$ cat src/rtl/wb_bfm_pkg.sv
// Types and helpers shared by the Wishbone BFM initiator and responder cores.
package wb_bfm_pkg;

    typedef enum logic [1:0] {
        IDLE   = 2'd0,
        STROBE = 2'd1,
        GAP    = 2'd2
    } wb_master_state_e;

    // Byte distance between consecutive beats of an incrementing burst.
    function automatic int unsigned beat_increment(input int unsigned data_width);
        return data_width / 8;
    endfunction

endpackage

$ cat src/rtl/wb_master_bfm_core_if.sv
// Command, response and Wishbone bus signals of the initiator core.
interface wb_master_bfm_core_if #(
    parameter int WB_ADDR_WIDTH = 32,
    parameter int WB_DATA_WIDTH = 32,
    parameter int LEN_WIDTH     = 8
) ();

    logic                       cmd_valid;
    logic                       cmd_ready;
    logic                       cmd_we;
    logic [WB_ADDR_WIDTH-1:0]   cmd_adr;
    logic [WB_DATA_WIDTH/8-1:0] cmd_sel;
    logic [WB_DATA_WIDTH-1:0]   cmd_dat;
    logic [LEN_WIDTH-1:0]       cmd_len;

    logic                       rsp_valid;
    logic [WB_DATA_WIDTH-1:0]   rsp_dat;
    logic                       rsp_err;
    logic                       rsp_last;

    logic                       CYC;
    logic                       STB;
    logic                       WE;
    logic [WB_ADDR_WIDTH-1:0]   ADR;
    logic [WB_DATA_WIDTH/8-1:0] SEL;
    logic [WB_DATA_WIDTH-1:0]   DAT_W;
    logic [WB_DATA_WIDTH-1:0]   DAT_R;
    logic                       ACK;
    logic                       ERR;

    modport master (
        input  cmd_valid, cmd_we, cmd_adr, cmd_sel, cmd_dat, cmd_len,
        output cmd_ready,
        output rsp_valid, rsp_dat, rsp_err, rsp_last,
        output CYC, STB, WE, ADR, SEL, DAT_W,
        input  DAT_R, ACK, ERR
    );

    modport slave (
        output cmd_valid, cmd_we, cmd_adr, cmd_sel, cmd_dat, cmd_len,
        input  cmd_ready,
        input  rsp_valid, rsp_dat, rsp_err, rsp_last,
        input  CYC, STB, WE, ADR, SEL, DAT_W,
        output DAT_R, ACK, ERR
    );

endinterface

$ cat src/rtl/wb_bfm_watchdog.sv
// Saturating cycle counter that flags when TIMEOUT enabled cycles have elapsed.
module wb_bfm_watchdog #(
    parameter int TIMEOUT = 1024
) (
    input  logic clk,
    input  logic rstn,
    input  logic clr_i,
    input  logic en_i,
    output logic expired_o
);

    localparam int            CW    = (TIMEOUT > 0) ? $clog2(TIMEOUT + 1) : 1;
    localparam logic [CW-1:0] LIMIT = CW'(TIMEOUT);

    logic [CW-1:0] cnt_q;

    always_ff @(posedge clk) begin
        if (!rstn) begin
            cnt_q <= '0;
        end else if (clr_i) begin
            cnt_q <= '0;
        end else if (en_i && (cnt_q != LIMIT)) begin
            cnt_q <= cnt_q + 1'b1;
        end
    end

    // A zero TIMEOUT disables the watchdog entirely.
    assign expired_o = (TIMEOUT != 0) && (cnt_q == LIMIT);

endmodule

$ cat src/rtl/wb_master_bfm_core.sv
// Wishbone classic-cycle initiator: turns single/burst commands into bus beats
// and returns one response per beat.
module wb_master_bfm_core
    import wb_bfm_pkg::*;
#(
    parameter int WB_ADDR_WIDTH = 32,
    parameter int WB_DATA_WIDTH = 32,
    parameter int LEN_WIDTH     = 8,
    parameter int TIMEOUT       = 1024
) (
    input logic                  clk,
    input logic                  rstn,
    wb_master_bfm_core_if.master bus
);

    localparam logic [WB_ADDR_WIDTH-1:0] ADR_STEP =
        WB_ADDR_WIDTH'(beat_increment(WB_DATA_WIDTH));

    wb_master_state_e           state_q;
    logic [LEN_WIDTH-1:0]       remaining_q;
    logic                       cmd_ready_q;
    logic                       cyc_q;
    logic                       stb_q;
    logic                       we_q;
    logic [WB_ADDR_WIDTH-1:0]   adr_q;
    logic [WB_ADDR_WIDTH-1:0]   adr_d;
    logic [WB_DATA_WIDTH/8-1:0] sel_q;
    logic [WB_DATA_WIDTH-1:0]   dat_w_q;
    logic                       rsp_valid_q;
    logic [WB_DATA_WIDTH-1:0]   rsp_dat_q;
    logic                       rsp_err_q;
    logic                       rsp_last_q;
    logic                       ack_d;
    logic                       abort_d;
    logic                       expired;

    wb_bfm_watchdog #(
        .TIMEOUT (TIMEOUT)
    ) u_watchdog (
        .clk       (clk),
        .rstn      (rstn),
        .clr_i     (state_q != STROBE),
        .en_i      (state_q == STROBE),
        .expired_o (expired)
    );

    // Undriven or unknown ACK/ERR count as deasserted; an expired watchdog aborts like ERR.
    assign ack_d   = (bus.ACK === 1'b1);
    assign abort_d = (bus.ERR === 1'b1) || expired;
    assign adr_d   = adr_q + ADR_STEP;

    always_ff @(posedge clk) begin
        if (!rstn) begin
            state_q     <= IDLE;
            remaining_q <= '0;
            cmd_ready_q <= 1'b0;
            cyc_q       <= 1'b0;
            stb_q       <= 1'b0;
            we_q        <= 1'b0;
            adr_q       <= '0;
            sel_q       <= '0;
            dat_w_q     <= '0;
            rsp_valid_q <= 1'b0;
            rsp_dat_q   <= '0;
            rsp_err_q   <= 1'b0;
            rsp_last_q  <= 1'b0;
        end else begin
            rsp_valid_q <= 1'b0;
            rsp_dat_q   <= '0;
            rsp_err_q   <= 1'b0;
            rsp_last_q  <= 1'b0;
            case (state_q)
                IDLE: begin
                    cmd_ready_q <= 1'b1;
                    if (bus.cmd_valid && cmd_ready_q) begin
                        cmd_ready_q <= 1'b0;
                        we_q        <= bus.cmd_we;
                        adr_q       <= bus.cmd_adr;
                        sel_q       <= bus.cmd_sel;
                        dat_w_q     <= bus.cmd_dat;
                        remaining_q <= (bus.cmd_len == '0) ? LEN_WIDTH'(1) : bus.cmd_len;
                        cyc_q       <= 1'b1;
                        stb_q       <= 1'b1;
                        state_q     <= STROBE;
                    end
                end
                STROBE: begin
                    if (abort_d) begin
                        rsp_valid_q <= 1'b1;
                        rsp_err_q   <= 1'b1;
                        rsp_last_q  <= 1'b1;
                        cyc_q       <= 1'b0;
                        stb_q       <= 1'b0;
                        cmd_ready_q <= 1'b1;
                        state_q     <= IDLE;
                    end else if (ack_d) begin
                        rsp_valid_q <= 1'b1;
                        rsp_dat_q   <= we_q ? '0 : bus.DAT_R;
                        stb_q       <= 1'b0;
                        if (remaining_q == LEN_WIDTH'(1)) begin
                            rsp_last_q  <= 1'b1;
                            cyc_q       <= 1'b0;
                            cmd_ready_q <= 1'b1;
                            state_q     <= IDLE;
                        end else begin
                            remaining_q <= remaining_q - 1'b1;
                            adr_q       <= adr_d;
                            state_q     <= GAP;
                        end
                    end
                end
                GAP: begin
                    stb_q   <= 1'b1;
                    state_q <= STROBE;
                end
                default: begin
                    cyc_q       <= 1'b0;
                    stb_q       <= 1'b0;
                    cmd_ready_q <= 1'b1;
                    state_q     <= IDLE;
                end
            endcase
        end
    end

    assign bus.cmd_ready = cmd_ready_q;
    assign bus.CYC       = cyc_q;
    assign bus.STB       = stb_q;
    assign bus.WE        = we_q;
    assign bus.ADR       = adr_q;
    assign bus.SEL       = sel_q;
    assign bus.DAT_W     = dat_w_q;
    assign bus.rsp_valid = rsp_valid_q;
    assign bus.rsp_dat   = rsp_dat_q;
    assign bus.rsp_err   = rsp_err_q;
    assign bus.rsp_last  = rsp_last_q;

endmodule

$ cat src/flat_wrapper.sv
// flat-port wrapper written by rule: the top's interface ports become plain ports
module wb_master_bfm_core_flat import wb_bfm_pkg::*;
#(
    parameter int WB_ADDR_WIDTH = 32,
    parameter int WB_DATA_WIDTH = 32,
    parameter int LEN_WIDTH     = 8,
    parameter int TIMEOUT       = 1024
)
  (clk, rstn, bus_cmd_valid, bus_cmd_we, bus_cmd_adr, bus_cmd_sel, bus_cmd_dat, bus_cmd_len, bus_cmd_ready, bus_rsp_valid, bus_rsp_dat, bus_rsp_err, bus_rsp_last, bus_CYC, bus_STB, bus_WE, bus_ADR, bus_SEL, bus_DAT_W, bus_DAT_R, bus_ACK, bus_ERR);
  wb_master_bfm_core_if #(.WB_ADDR_WIDTH(WB_ADDR_WIDTH), .WB_DATA_WIDTH(WB_DATA_WIDTH), .LEN_WIDTH(LEN_WIDTH)) bus_i ();
  input logic clk;
  input logic rstn;
  input wire logic [$bits(bus_i.cmd_valid)-1:0] bus_cmd_valid;
  input wire logic [$bits(bus_i.cmd_we)-1:0] bus_cmd_we;
  input wire logic [$bits(bus_i.cmd_adr)-1:0] bus_cmd_adr;
  input wire logic [$bits(bus_i.cmd_sel)-1:0] bus_cmd_sel;
  input wire logic [$bits(bus_i.cmd_dat)-1:0] bus_cmd_dat;
  input wire logic [$bits(bus_i.cmd_len)-1:0] bus_cmd_len;
  output wire logic [$bits(bus_i.cmd_ready)-1:0] bus_cmd_ready;
  output wire logic [$bits(bus_i.rsp_valid)-1:0] bus_rsp_valid;
  output wire logic [$bits(bus_i.rsp_dat)-1:0] bus_rsp_dat;
  output wire logic [$bits(bus_i.rsp_err)-1:0] bus_rsp_err;
  output wire logic [$bits(bus_i.rsp_last)-1:0] bus_rsp_last;
  output wire logic [$bits(bus_i.CYC)-1:0] bus_CYC;
  output wire logic [$bits(bus_i.STB)-1:0] bus_STB;
  output wire logic [$bits(bus_i.WE)-1:0] bus_WE;
  output wire logic [$bits(bus_i.ADR)-1:0] bus_ADR;
  output wire logic [$bits(bus_i.SEL)-1:0] bus_SEL;
  output wire logic [$bits(bus_i.DAT_W)-1:0] bus_DAT_W;
  input wire logic [$bits(bus_i.DAT_R)-1:0] bus_DAT_R;
  input wire logic [$bits(bus_i.ACK)-1:0] bus_ACK;
  input wire logic [$bits(bus_i.ERR)-1:0] bus_ERR;
  assign bus_i.cmd_valid = bus_cmd_valid;
  assign bus_i.cmd_we = bus_cmd_we;
  assign bus_i.cmd_adr = bus_cmd_adr;
  assign bus_i.cmd_sel = bus_cmd_sel;
  assign bus_i.cmd_dat = bus_cmd_dat;
  assign bus_i.cmd_len = bus_cmd_len;
  assign bus_cmd_ready = bus_i.cmd_ready;
  assign bus_rsp_valid = bus_i.rsp_valid;
  assign bus_rsp_dat = bus_i.rsp_dat;
  assign bus_rsp_err = bus_i.rsp_err;
  assign bus_rsp_last = bus_i.rsp_last;
  assign bus_CYC = bus_i.CYC;
  assign bus_STB = bus_i.STB;
  assign bus_WE = bus_i.WE;
  assign bus_ADR = bus_i.ADR;
  assign bus_SEL = bus_i.SEL;
  assign bus_DAT_W = bus_i.DAT_W;
  assign bus_i.DAT_R = bus_DAT_R;
  assign bus_i.ACK = bus_ACK;
  assign bus_i.ERR = bus_ERR;
  wb_master_bfm_core #(.WB_ADDR_WIDTH(WB_ADDR_WIDTH), .WB_DATA_WIDTH(WB_DATA_WIDTH), .LEN_WIDTH(LEN_WIDTH), .TIMEOUT(TIMEOUT)) u_core (.clk(clk), .rstn(rstn), .bus(bus_i));
endmodule
$ cat config.mk
export PLATFORM = sky130hd
export DESIGN_NAME = wb_master_bfm_core_flat
export DESIGN_NICKNAME = d
export VERILOG_FILES = /design/src/rtl/wb_bfm_pkg.sv /design/src/rtl/wb_master_bfm_core_if.sv /design/src/rtl/wb_bfm_watchdog.sv /design/src/rtl/wb_master_bfm_core.sv /design/src/flat_wrapper.sv
export SDC_FILE = /design/constraint.sdc
export NUM_CORES = 1
export LEC_CHECK = 0
export CAP_MARGIN = 30
export CORE_MARGIN = 1
export CORE_UTILIZATION = 30
export DETAILED_ROUTE_END_ITERATION = 7
export PLACE_DENSITY_LB_ADDON = 0.12
export SLEW_MARGIN = 5
export SYNTH_ARGS = -nofsm -noshare
export SYNTH_HDL_FRONTEND = slang
export SYNTH_SLANG_ARGS = --single-unit
$ cat constraint.sdc
create_clock -name clk -period 1.8 [get_ports clk]
set_input_delay 0.27 -clock clk [delete_from_list [all_inputs] [get_ports clk]]
set_output_delay 0.27 -clock clk [all_outputs]
set_load 0.02 [all_outputs]
==> metrics, run 1 <==
status=complete, but fails checks; violated checks=negative setup slack; biggest area consumer among synthesized cells=dfxtp_1; first-pass GRT wire length=28700 um; antenna violations before repair=0; post-synth cell types=57; vias in the first global route=5795; Achievable Freq=544 MHz; Sink Count=127; Clk Latency, worst-skew pair=0.41 ns; met1 Use GR=21.6%; critical path data arrival time=2.17 ns; vias per inst=4.99; GRT Overall Usage=19.7%; most frequent cells in the layout=clkdlybuf4s50_1 (199), nand2_1 (132), dfxtp_1 (109), a21oi_1 (79), buf_4 (67); Setup Crit Path Kind=flip-flop to flip-flop; CTS H-tree lvls=4; Worst Hold Depth=3; WP buf/inv=2; clock tree buffer depth=2; # diodes=0; routed via count=5992; worst-path fanout max=4; GRT busiest layer=met2; CTS Hold Bufs=0; FF+latch count, synth=127; Starting Density=30.6%; CP Cell Sequence=inv_1 -> ha_4 -> a41oi_4 -> a41oi_4 -> buf_6 -> or4_1 -> a41oi_2; largest net degree at the start of global routing=59; DIE AREA=18800 um^2; Post-synth ARST share=0%; Period minus WS final=1.84 ns; ANT nets after route=0; total global routing overflow=0; Max Cap Viol=0; I/O Pins=221; root buf cell=clkbuf_16; total CTS buffers=17; Util after Layout=53.5%; CP max stage delay=0.41 ns; Setup Skew=0.00823 ns; number of buffers added on ports=220; fillers=1666; die width=137 um; delay-heaviest family, CP=compound AO/OA/AOI/OAI gates; Routed Wire Length=19000 um; dominant cells by area after synthesis=dfxtp_1 (46%), nand2_1 (9.7%), a21oi_1 (8.2%), and2_1 (4.1%), nor2_1 (3.2%); synthesis-to-finish area growth=75.0%; Tcrit/Tclk final=102%; DRC viols=0; syn nets=790; Nets=1077; Top cell by count, worst path=a41oi_4; worst min path class=primary input to flip-flop; worst vdd ir=663 uV; RePlAce Congestion=0.845; PwrDens=804 nW/um^2; Worst EP required=2.13 ns; Rel. slew slack=66.5%; Final WS setup=-0.0378 ns; Site Rows=49; Yosys top cell area share=46.5%; share of layout cells above drive strength 1=20.8%; TritonCTS clock tree=yes; Top FF cell, synth=dfxtp_1; hold slack=0.401 ns; CTS clock-pin slew for the worst setup and hold paths=0.06 ns; drt initial violations=323; Lkg Pwr=3.89 nW; R2R depth=7; Pre-antenna DRT Iters=4; Post-Syn Area per Cell=8.15 um^2; Global Route met2 Usage=33.6%; synthesized area=5470 um^2; mean routed wirelength per cell=15.8 um; M3 GR Usage=7.04%; Final Hold Vio Count=0; slowest CP cell=or4_1; Final Setup Violations=11; Startpoint Class=flip-flop; final slew viol count=0; Synth warnings=0; Die Ht=137 um; most common cell after layout, fill and taps aside=clkdlybuf4s50_1; hpwl dp=12900 um; Post-Layout Inst Area=9580 um^2; post-place instance area=8390 um^2; Worst setup EP type=flip-flop; Post-synth EDFFs=0; unrepaired setup endpoints after global routing=yes; sequential cell area fraction in the yosys report=46.5%; Post-Synthesis Cells=671; Critical Path Stages=7; core footprint=17900 um^2; Slew @ Worst Pin=0.498 ns
## synthesized netlist by cell type (3+ instances only)
library cell / count
a31oi_1: 7
nand3_1: 15
xor2_1: 4
nand4_1: 19
o21ai_0: 27
nand2_1: 141
a21o_1: 7
nor3_1: 9
a211oi_1: 3
o211ai_1: 4
o221a_2: 3
buf_2: 9
nor2_1: 46
dfxtp_1: 127
a41oi_2: 3
clkbuf_1: 31
o22ai_1: 6
and3_1: 8
o31a_1: 6
xnor2_1: 5
ha_1: 5
inv_1: 7
nor4_1: 6
a32o_1: 6
a21oi_1: 90
and2_1: 36
nand3b_1: 5
nand2b_1: 3
## flip-flops by register name, summed over array words and instances, names as in the netlist
register,count
u_core.bus.rsp_last,1
u_core.remaining_q,8
u_core.bus.rsp_dat,32
u_core.u_watchdog.cnt_q,11
u_core.bus.cmd_ready,1
u_core.state_q,2
u_core.bus.rsp_err,1
u_core.bus.CYC,1
u_core.bus.DAT_W,32
u_core.bus.ADR,32
u_core.bus.SEL,4
u_core.bus.WE,1
u_core.bus.rsp_valid,1
## per-stage QoR
stage / TNS (ns) / total power [mW] / worst slack (ns) / cells
2_1_floorplan: -0.0213 / 3.57 / -0.0213 / 671
3_3_place_gp: -9.46 / 4.22 / -0.229 / 1145
3_5_place_dp: -12.51 / 4.23 / -0.302 / 1145
4_1_cts: -0.0648 / 7.65 / -0.0281 / 1185
5_1_grt: -2.17 / 8.04 / -0.121 / 1200
6_report: -0.216 / 7.70 / -0.0378 / 1200
## where the power goes
part | internal, mW | switching [mW]
logic | 0.705 | 0.622
clock network | 2.00 | 1.36
registers | 2.92 | 0.0886
total | 5.63 | 2.07
## layout make-up
| class | count | area, um^2 | area share [%] |
|---|---|---|---|
| clock inverter | 14 | 130 | 1.36 |
| tap | 229 | 287 | 2.99 |
| clock buffer | 18 | 450 | 4.70 |
| multi-input combinational | 496 | 3030 | 31.7 |
| sequential | 127 | 2580 | 26.9 |
| inverter | 8 | 30.0 | 0.314 |
| timing repair buffer | 308 | 3070 | 32.0 |
## routing by layer
metal / vias up / wire length [um]
met4: 0 / 454
met2: 210 / 9340
met5: - / 0
li1: 2928 / -
met3: 35 / 1620
met1: 2819 / 7550
## worst paths after layout
kind	end	slack (ns)	startpoint
setup reg to reg	u_core.bus.ADR[30]	-0.04	u_core.u_watchdog.cnt_q[0]
hold / removal	u_core.bus.DAT_W[11]	0.40	bus_cmd_dat[11]
hold reg to reg	u_core.bus.SEL[2]	0.45	u_core.bus.SEL[2]
setup / recovery	u_core.bus.ADR[30]	-0.04	u_core.u_watchdog.cnt_q[0]
## tightest hold or removal path, cell delays in order
cell and delay, ns:
clkdlybuf4s50_1 0.39, nand2_1 0.05, a21oi_1 0.05
## logic make-up after synthesis
family | after synthesis | share of synthesized area, %
compound gates | 173 | 19.4
xor+xnor | 9 | 1.44
fa+ha+maj | 5 | 1.14
buf+inv | 51 | 3.91
flops | 127 | 46.5
simple gates | 306 | 27.6
## what timing repair did
action | CTS | global route
endpoints found under the setup margin | 70 | 85
gates cloned | 3 | 4
buffers inserted | 5 | 11
resized for setup | 23 | 96
pin swaps | 10 | 34
(Power assumes the default switching activity.)
==> run 2, diff against run 1 <==
CORE_ASPECT_RATIO = 1.1   (was not set)
clock period = 1.77 ns   (was 1.8 ns; I/O delays follow)
==> run 2 against run 1 <==
Effect of this change: clock skew barely moved; register-to-register slack barely moved; setup slack improved by 0.0050 ns; largest power group unchanged; non-clock buffer count shrank 9; cell area decreased by 2.4%; the run still ends with negative setup slack left; global-route usage is 0.44 points higher; worst hold slack got worse by 0.0036 ns; sequential share of layout area grew 0.64 points; critical endpoint is now u_core.remaining_q[0]; total power increased by 3.5%; critical path depth fell by 1.
==> metrics, run 2 (synthesized netlist as in run 1, its figures left out) <==
Sink Count=127; total CTS buffers=17; Place WS=-0.213 ns; Startpoint Class=flip-flop; largest net degree at the start of global routing=54; WP buf/inv=1; Nets=1065; most frequent cells in the layout=clkdlybuf4s50_1 (194), nand2_1 (137), dfxtp_1 (109), a21oi_1 (82), buf_4 (64); die width=131 um; vias in the first global route=5854; CP max stage delay=0.36 ns; delay-heaviest family, CP=compound AO/OA/AOI/OAI gates; CTS H-tree lvls=4; R2R depth=6; vias per inst=4.95; Die Ht=144 um; clock tree buffer depth=2; Pre-antenna DRT Iters=4; share of layout cells above drive strength 1=17.8%; I/O Pins=221; Achievable Freq=555 MHz; Site Rows=51; first-pass GRT wire length=29100 um; root buf cell=clkbuf_16; RePlAce Congestion=0.902; CTS Hold Bufs=0; Setup Skew=0.00870 ns; hold slack=0.398 ns; worst min path class=primary input to flip-flop; Critical Path Source=u_core.u_watchdog.cnt_q[3]; reg2reg end=u_core.remaining_q[0]; critical path data arrival time=2.11 ns; final slew viol count=0; PwrDens=852 nW/um^2; CP Cell Sequence=nor4b_4 -> a41oi_4 -> a41oi_4 -> buf_6 -> a21oi_2 -> o221a_2; antenna violations before repair=1; status=complete, but fails checks; slowest CP cell=nor4b_4; synthesis-to-finish area growth=70.8%; total global routing overflow=0; post-place instance area=8450 um^2; Post-Layout Inst Area=9340 um^2; worst vdd ir=678 uV; unrepaired setup endpoints after global routing=yes; Routed Wire Length=18800 um; Starting Density=30.7%; Slew @ Worst Pin=0.507 ns; Final Setup Violations=37; Lkg Pwr=3.81 nW; DIE AREA=18800 um^2; routed via count=5924; Period minus WS final=1.80 ns; DRC viols=0; Max Cap Viol=0; Worst Hold Depth=3; reg2reg start=u_core.u_watchdog.cnt_q[3]; core footprint=17800 um^2; R2R setup slack=-0.03 ns; fillers=1652; drt initial violations=266; Clk Latency, worst-skew pair=0.41 ns; Tcrit/Tclk final=102%; most common cell after layout, fill and taps aside=clkdlybuf4s50_1; hpwl dp=13400 um; worst-path fanout max=7; CTS clock-pin slew for the worst setup and hold paths=0.06 ns; Rel. slew slack=65.9%; violated checks=negative setup slack; Final Hold Vio Count=0; GRT Overall Usage=20.1%; Hold Startpoint=bus_cmd_dat[19]; TritonCTS clock tree=yes; number of buffers added on ports=220; Worst setup EP type=flip-flop; Top cell by count, worst path=a41oi_4; ANT nets after route=0; Setup Crit Path Kind=flip-flop to flip-flop; Final WS setup=-0.0328 ns; Worst Hold Path EP=u_core.bus.DAT_W[19]; mean routed wirelength per cell=15.7 um; Worst EP required=2.07 ns
==> run 2: metal layers <==
layer	vias to the layer above	part of all wire [%]	GRT usage (%)	wire (um)
met2	223	50	34.8	9330
met1	2767	39	21.5	7280
met4	0	3.0	8.95	571
li1	2895	-	-	-
met3	39	8.4	7.78	1580
met5	-	0	0	0
==> run 2: report_power, final <==
group,total [mW],leakage (nW),switching [mW],internal [mW]
Sequential,3.06,1.04,0.0867,2.97
Clock,3.63,0.297,1.34,2.30
Combinational,1.27,2.47,0.610,0.662
Total,7.96,3.81,2.03,5.93
==> run 2: final cells by class <==
class	instances	area, um^2	area share [%]
Inverter	8	30.0	0.321
Multi-Input combinational cell	493	2880	30.8
Clock inverter	11	156	1.67
Clock buffer	20	457	4.89
Antenna cell	1	2.50	0.0268
Sequential cell	127	2570	27.6
Tap cell	238	298	3.19
Timing Repair Buffer	299	2950	31.5
==> run 2: through the flow <==
stage | utilization, % | power [mW] | setup TNS [ns] | cells
global placement | 47.5 | 4.31 | -5.81 | 1154
global route | 52.5 | 8.29 | -4.51 | 1197
floorplan | - | 3.63 | -0.0513 | 671
finish | 52.5 | 7.96 | -0.576 | 1197
detailed placement | 47.5 | 4.33 | -9.41 | 1154
CTS | 51.5 | 8.02 | -1.29 | 1189
==> run 2: worst register-to-register path: cells and delay by family, from the launching register on <==
family          cells  cell delay [ns]
compound gates      4             0.81
simple gates        1             0.36
flops               1             0.33
buf+inv             1             0.19
==> run 2: how the worst max path moves through the flow <==
stage                                        to  depth (start not counted)  slack (ns)
after floorplan              u_core.bus.ADR[30]                          5       -0.05
after global placement        u_core.bus.ADR[5]                          6       -0.15
after detailed placement     u_core.bus.ADR[21]                          6       -0.21
after CTS                 u_core.remaining_q[0]                          6        -0.1
after global routing          u_core.bus.ADR[7]                          6       -0.12
final                     u_core.remaining_q[0]                          6       -0.03
==> run 2: repair_timing <==
| item | CTS | global route |
|---|---|---|
| cloned | 0 | 1 |
| resized for setup | 41 | 45 |
| buffers inserted | 4 | 6 |
| pin swaps | 9 | 9 |
| endpoints found under the setup margin | 82 | 85 |
